$ cat config.mk
export PLATFORM = sky130hd
export DESIGN_NAME = adiabatic_pclk_gen
export DESIGN_NICKNAME = d
export VERILOG_FILES = /design/src/rtl/adiabatic_pclk_gen.sv
export SDC_FILE = /design/constraint.sdc
export NUM_CORES = 1
export LEC_CHECK = 0
export BUFFER_PORTS_ARGS = -buffer_cell sky130_fd_sc_hd__buf_2
export CAP_MARGIN = 20
export CORE_ASPECT_RATIO = 0.6
export CORE_MARGIN = 1.5
export CORE_UTILIZATION = 40
export CTS_CLUSTER_DIAMETER = 200
export DETAILED_ROUTE_END_ITERATION = 12
export PLACE_DENSITY = 0.67
export SYNTH_ARGS = -nofsm -noshare
export SYNTH_HDL_FRONTEND = slang
export SYNTH_SLANG_ARGS = --single-unit
$ cat constraint.sdc
create_clock -name clk -period 3 [get_ports clk]
set_clock_uncertainty 0.05 [all_clocks]
set_input_delay 0.15 -clock clk [delete_from_list [all_inputs] [get_ports clk]]
set_output_delay 0.15 -clock clk [all_outputs]
set_load 0.03 [all_outputs]
$ cat src/rtl/adiabatic_pclk_gen.sv
// Four-phase power-clock generator for two-stage adiabatic logic emulation.
// Runs bursts of whole periods and strobes the last cycle of quarter 1 as the stage-2 sample point.
module adiabatic_pclk_gen #(
    parameter int STEP_W = 4,
    parameter int CNT_W  = 8
) (
    input  logic              clk,
    input  logic              rst,
    input  logic              start,
    input  logic [STEP_W-1:0] quarter,
    input  logic [CNT_W-1:0]  burst,
    input  logic              stop,
    output logic              busy,
    output logic              done,
    output logic              clkpos,
    output logic              clkneg,
    output logic              clkpos2,
    output logic              clkneg2,
    output logic [1:0]        phase,
    output logic              sample
);

    typedef enum logic {S_IDLE, S_RUN} state_t;

    state_t            r_state, w_state_nxt;
    logic [STEP_W-1:0] r_qlen, w_qlen_nxt;
    logic [STEP_W-1:0] r_step, w_step_nxt;
    logic [CNT_W-1:0]  r_remaining, w_remaining_nxt;
    logic              r_cont, w_cont_nxt;
    logic              r_stop_pend, w_stop_pend_nxt;
    logic [1:0]        r_phase, w_phase_nxt;
    logic              w_done_nxt;
    logic              w_qend, w_period_end, w_run_nxt;

    logic r_busy, r_done, r_clkpos, r_clkneg, r_clkpos2, r_clkneg2, r_sample;

    assign w_qend       = (r_step == r_qlen);
    assign w_period_end = w_qend && (r_phase == 2'd3);

    always_comb begin
        // NOTE: every signal gets a default first so no path leaves one unassigned and a latch is never inferred.
        w_state_nxt     = r_state;
        w_qlen_nxt      = r_qlen;
        w_step_nxt      = r_step;
        w_remaining_nxt = r_remaining;
        w_cont_nxt      = r_cont;
        w_stop_pend_nxt = r_stop_pend;
        w_phase_nxt     = r_phase;
        w_done_nxt      = 1'b0;
        case (r_state)
            S_IDLE: begin
                if (start) begin
                    w_state_nxt     = S_RUN;
                    w_qlen_nxt      = quarter;
                    w_remaining_nxt = burst;
                    w_cont_nxt      = (burst == '0);
                    w_step_nxt      = '0;
                    w_phase_nxt     = 2'd0;
                    w_stop_pend_nxt = stop;
                end
            end
            S_RUN: begin
                w_stop_pend_nxt = r_stop_pend | stop;
                if (w_qend) begin
                    w_step_nxt  = '0;
                    w_phase_nxt = r_phase + 2'd1;
                end else begin
                    w_step_nxt  = r_step + STEP_W'(1);
                end
                // A stop seen on the final quarter-3 cycle still ends this period.
                if (w_period_end) begin
                    if (r_stop_pend || stop || (!r_cont && r_remaining == CNT_W'(1))) begin
                        w_state_nxt     = S_IDLE;
                        w_done_nxt      = 1'b1;
                        w_stop_pend_nxt = 1'b0;
                        w_phase_nxt     = 2'd0;
                    end else if (!r_cont) begin
                        w_remaining_nxt = r_remaining - CNT_W'(1);
                    end
                end
            end
            default: w_state_nxt = S_IDLE;
        endcase
    end

    assign w_run_nxt = (w_state_nxt == S_RUN);

    always_ff @(posedge clk) begin
        if (rst) begin
            r_state     <= S_IDLE;
            r_qlen      <= '0;
            r_step      <= '0;
            r_remaining <= '0;
            r_cont      <= 1'b0;
            r_stop_pend <= 1'b0;
            r_phase     <= 2'd0;
            r_busy      <= 1'b0;
            r_done      <= 1'b0;
            r_clkpos    <= 1'b0;
            r_clkneg    <= 1'b1;
            r_clkpos2   <= 1'b0;
            r_clkneg2   <= 1'b1;
            r_sample    <= 1'b0;
        end else begin
            // NOTE: non-blocking assignments only here; outputs are registered from next-state so complements flip on the same edge.
            r_state     <= w_state_nxt;
            r_qlen      <= w_qlen_nxt;
            r_step      <= w_step_nxt;
            r_remaining <= w_remaining_nxt;
            r_cont      <= w_cont_nxt;
            r_stop_pend <= w_stop_pend_nxt;
            r_phase     <= w_phase_nxt;
            r_busy      <= w_run_nxt;
            r_done      <= w_done_nxt;
            r_clkpos    <= w_run_nxt && !w_phase_nxt[1];
            r_clkneg    <= !(w_run_nxt && !w_phase_nxt[1]);
            r_clkpos2   <= w_run_nxt && (w_phase_nxt[1] ^ w_phase_nxt[0]);
            r_clkneg2   <= !(w_run_nxt && (w_phase_nxt[1] ^ w_phase_nxt[0]));
            r_sample    <= w_run_nxt && (w_phase_nxt == 2'd1) && (w_step_nxt == w_qlen_nxt);
        end
    end

    assign busy    = r_busy;
    assign done    = r_done;
    assign clkpos  = r_clkpos;
    assign clkneg  = r_clkneg;
    assign clkpos2 = r_clkpos2;
    assign clkneg2 = r_clkneg2;
    assign phase   = r_phase;
    assign sample  = r_sample;

endmodule

**Yosys cells after proc, flatten, opt, wreduce, memory -nomap -nowiden**

Cells that the tools add are included.

- Register bits: 27
- Input port bits: 16
- Output and inout port bits: 9
- Word-level logic and storage cells: 69

- Add/sub/neg operators: 3
- Eq/ne operators: 9
- Mux-type cells: 24
- Bitwise gates (word level): 4
- Reduce and logical (&&, ||, !) cells: 16

Operators with widths:

| kind | count |
|---|---|
| 2-to-1 mux 8 bit | 4 |
| 2-to-1 mux 4 bit | 4 |
| one-hot mux 8 bit (2 select lines) | 1 |
| == test 4 bit | 2 |
| == test 8 x 1 -> 1 bit, second input constant | 1 |
| zero test 8 bit | 1 |
| 2-to-1 mux 2 bit | 4 |
| inequality test 2 bit, second input constant | 4 |
| one-hot mux 4 bit (2 select lines) | 1 |
| subtractor 8 x 1 -> 8 bit, second input constant | 1 |
| 2-to-1 mux 1 bit | 7 |
| logical AND 1 bit | 6 |
| adder 4 x 1 -> 4 bit, second input constant | 1 |
| zero test 1 bit | 4 |
| one-hot mux 1 bit (2 select lines) | 2 |
| one-hot mux 2 bit (2 select lines) | 1 |
| AND reduction 4 bit | 1 |
| OR reduction 3 bit | 1 |
| adder 2 x 1 -> 2 bit, second input constant | 1 |
| == test 2 x 1 -> 1 bit, second input constant | 1 |
| == test 2 bit, second input constant | 1 |
| logical OR 1 bit | 2 |
| NOT 1 bit | 2 |
| AND reduction 2 bit | 1 |
| other kinds (2) | 2 |

**Longest topological paths before layout**

- Depth in word-level cells: 9
- Mapped depth: 10
- Mapped depth without buffers: 10

**Worst setup path after synthesis**

OpenSTA, ideal clock, no wires.

- Path type: reg2reg
- Start point: register busy (netlist name)
- End point: register r_clkneg2, in the netlist clkneg2
- Setup time: 117 ps
- Arrival: 2021 ps
- Data required time: 2833 ps
- Path slack: 812 ps
- Cell stages (with the launch flop): 8
- Buffers on the path: 3
- Period minus slack after synthesis: 2188 ps
- Cell sequence: dfxtp_1 > clkbuf_1 > clkbuf_1 > clkbuf_1 > o21ai_0 > and2_1 > ha_1 > nand2b_1

RTL lines:

| item | line | text |
|---|---|---|
| end signal, assigned | 118 | `r_clkneg2 <= !(w_run_nxt && (w_phase_nxt[1] ^ w_phase_nxt[0]));` |
| end, declared | 35 | `logic r_busy, r_done, r_clkpos, r_clkneg, r_clkpos2, r_clkneg2, r_sample;` |

**Worst setup path after layout**

- Start point: register r_step[0]
- End point: register r_sample, in the netlist sample

- Longest elaborated chain between the ends: 8
- Elaborated cells on any way between the ends: 16
- Those cells by class: add/sub (1); eq/ne (3); mux (9); reduce/logical (3)

RTL lines:

| item | line | text |
|---|---|---|
| start, declared | 27 | `logic [STEP_W-1:0] r_step, w_step_nxt;` |
| start signal, assigned | 108 | `r_step <= w_step_nxt;` |
| == test 4 bit | 37 | `assign w_qend = (r_step == r_qlen);` |
| 2-to-1 mux 2 bit | 64 | `if (w_qend) begin` |
| 2-to-1 mux 2 bit | 72 | `if (r_stop_pend \|\| stop \|\| (!r_cont && r_remaining == CNT_W'(1))) begin` |
| 2-to-1 mux 2 bit | 71 | `if (w_period_end) begin` |
| one-hot mux 2 bit (2 select lines) | 50 | `case (r_state)` |
| == test 2 x 1 -> 1 bit | 119 | `r_sample <= w_run_nxt && (w_phase_nxt == 2'd1) && (w_step_nxt == w_qlen_nxt);` |
| logical AND 1 bit | 119 |  |
| logical AND 1 bit (*) | 119 |  |
| end signal, assigned | 119 |  |
| end, declared | 35 |  |

Every way passes the cells marked *; elsewhere a longest branch is shown, timed or not.
A chain may end at the register's enable or synchronous reset.

==> metrics.md <==
| Metric | Value |
|---|---|
| CTS Root Buffer Type | `clkbuf_8` |
| Fmax | `394 MHz` |
| Drt total wl | `3620 µm` |
| Worst hold slack | `0.0675 ns` |
| Hold path cells | `3` |
| Largest net degree at the start of global routing | `26` |
| Clock share of power | `27.6%` |
| Final GP Congestion | `0.807` |
| CTS Hold Buffers Added | `0` |
| Die Y | `49.9 µm` |
| Post-CTS Setup Bufs | `0` |
| Dominant cell type by area after synthesis | `dfxtp_1` |
| Fillers | `323` |
| Most common cell after layout, fill and taps aside | `dfxtp_1` |
| Arr. time, crit path | `2.64 ns` |
| Slew Viols, Final | `0` |
| Max-slew headroom | `64.0%` |
| Post-Layout Inst Area | `0.00167 mm²` |
| Final hold violations | `0` |
| Vias in the first global route | `1233` |
| Worst-Skew Late Latency | `0.28 ns` |
| Port bufs | `24` |
| Sequential-to-total area share from yosys stat | `36.8%` |
| Outcome | `finished clean` |
| H-Tree Depth | `1` |
| Most frequent cells in the layout | `27 x dfxtp_1, 25 x a21oi_1, 24 x buf_2` |
| First-pass GRT wire length | `6050 µm` |
| DR vias | `1447` |
| Antenna-violating nets left | `0` |
| Core area | `0.00338 mm²` |
| P_sw | `0.254 mW` |
| Hold Crit Start | `quarter[0]` |
| Fin nets | `232` |
| CP endpoint kind | `flip-flop` |
| Final clock period utilization by the worst path | `84.6%` |
| Critical Path Source Type | `flip-flop` |
| Post-route insts no fill | `255` |
| Chip width | `81.2 µm` |
| Sequential power share | `49.6%` |
| Worst Path Required | `3.10 ns` |
| Top-area cell type share of the netlist area | `36.8%` |
| Mapped Nets | `210` |
| Avg Cell Area, Syn | `7.77 µm²` |
| CTS tree | `built` |
| Die ar. | `0.00405 mm²` |
| Yosys reg bits | `27` |
| Multi-input gate area | `867 µm²` |
| Pleak | `0.674 nW` |
| Worst-Margin Slew | `0.540 ns` |
| Post-DR wirelength/cell | `14.2 µm` |
| MaxCap Viol Count | `0` |
| Total CTS buffers | `3` |
| Switching power share of the total | `31.7%` |
| Post-cts resize count | `0` |
| Grt ovf | `0` |
| Cell-internal power | `0.546 mW` |
| # clock sinks | `27` |
| Syn Std Cell Area | `0.00147 mm²` |
| R2R Setup Slk | `0.46 ns` |
| DRC viols | `0` |
| Yosys cell types | `41` |
| Max Buffers Root-to-Sink | `2` |
| Worst-path clk slew | `0.10 ns` |
| DP Cell Count | `251` |
| Area growth, synth to finish | `13.9%` |
| # rows | `16` |
| Reg-to-Reg Start | `r_step[0]` |
| RSZ-0062 raised after global routing | `false` |
| IO Pins | `25` |
| R2R depth | `8` |
| Crit Path Max Fanout | `7` |
| Comb pwr share | `22.8%` |
| Pwr per Cell Area | `479 mW/mm²` |
| Setup CP Type | `flip-flop to flip-flop` |
| Initial antenna violation count | `0` |
| Largest cells by area after synthesis | `dfxtp_1 37%, a21oi_1 8.5%, nand2_1 5.4%` |
| Synth warn | `0` |
| 1st-iter DRT viols | `141` |
| # diodes | `0` |
| Final TNS setup | `0 ns` |
| HP Class | `input port to flip-flop` |
| Minimum clock period | `2.54 ns` |
| Post-synthesis cell count | `189` |
| Gr usage total | `19.1%` |
| Post-DP Area | `0.00162 mm²` |
| Sequential Area | `541 µm²` |
| Starting Density | `43.4%` |
| Post-DP HPWL | `2610 µm` |
| Setup violators final | `0` |
| First-pass DRT Iterations | `4` |
| Vias per std cell | `5.67` |
| Share of cells above drive strength 1 | `17.1%` |
| Worst vdd ir | `0.211 mV` |
| Worst setup path start | `r_step[0]` |
## cell type report
| type | instances | share of cell area (%) |
|---|---|---|
| multi-input combinational | 147 | 51.9 |
| sequential | 27 | 32.3 |
| timing repair buffer | 26 | 8.08 |
| tap | 45 | 3.37 |
| clock buffer | 3 | 2.47 |
| inverter | 6 | 1.35 |
| clock inverter | 1 | 0.524 |
## metal layers
layer / vias to the layer above / routed length (µm) / GRT usage, %
li1: 717 / - / -
met1: 660 / 1910 / 31.7
met2: 65 / 1290 / 24.0
met3: 5 / 406 / 4.81
met4: 0 / 12 / 2.59
met5: - / 0 / 0
## cell usage after synthesis
cell       number
mux2i_1         2
a21o_1          2
nor4_2          1
a21o_2          2
o41a_1          1
and2_1          2
o311a_1         1
nand4_1         3
a31o_2          1
xnor2_1         6
or2_2           2
buf_2           3
nand2b_1        1
o21ai_0        10
nor3_1          2
or3_1           2
a311oi_1        1
nand2_1        21
nand3b_1        1
and2_0          2
ha_1            5
nand3_1         7
o31ai_1         2
clkbuf_1        6
and3_1          6
a21oi_1        25
a211o_1         2
dfxtp_1        27
a31oi_1         1
nor4_1          3
o21ai_1         1
a211oi_1        3
nor2_1         20
clkinv_1        1
inv_1           5
nand4b_1        1
xor2_1          1
a2111oi_0       1
nor2b_1         4
nor4b_1         1
and4_1          1
## per-stage QoR
| step | util [%] | setup slack, ns | total power, mW |
|---|---|---|---|
| after detailed placement | 47.9 | 0.498 | 0.584 |
| after global routing | 49.4 | 0.115 | 0.846 |
| after CTS | 49.4 | 0.459 | 0.805 |
| final | 49.4 | 0.462 | 0.800 |
| after floorplan | - | 0.812 | 0.530 |
| after global placement | 47.9 | 0.585 | 0.585 |
## flip-flops by register name (all words and copies together) (netlist names)
name and cells:
busy 1, clkneg 1, clkneg2 1, clkpos 1, clkpos2 1, done 1, phase 2, r_cont 1
r_qlen 4, r_remaining 8, r_step 4, r_stop_pend 1, sample 1
## final timing paths
| path | to |
|---|---|
| max | sample |
| min | r_qlen[0] |
| max reg2reg | sample |
| min reg2reg | r_remaining[5] |
## worst max-delay path, stage by stage (launching register included)
cell	delay (ns)
dfxtp_1	0.48
xnor2_1	0.20
nand4_1	0.32
and2_0	0.27
o21ai_0	0.32
and2_1	0.19
ha_1	0.13
nand4_1	0.11
a2111oi_0	0.33
## logic make-up after synthesis
| kind of cell | Yosys count | share of synthesized area (%) |
|---|---|---|
| simple gates | 80 | 27.4 |
| compound gates | 53 | 21.9 |
| flops | 27 | 36.8 |
| buf+inv | 15 | 4.09 |
| xor+xnor | 7 | 4.18 |
| fa+ha+maj | 5 | 4.26 |
| mux | 2 | 1.36 |
## power groups by stage
stage | logic [mW] | clock network [mW] | registers, mW
finish | 0.182 | 0.221 | 0.397
global route | 0.203 | 0.244 | 0.399
CTS | 0.180 | 0.229 | 0.396
detailed placement | 0.179 | 0 | 0.404
global placement | 0.180 | 0 | 0.405
floorplan | 0.116 | 0 | 0.414
Note: power is estimated with default switching activity, not from simulation.
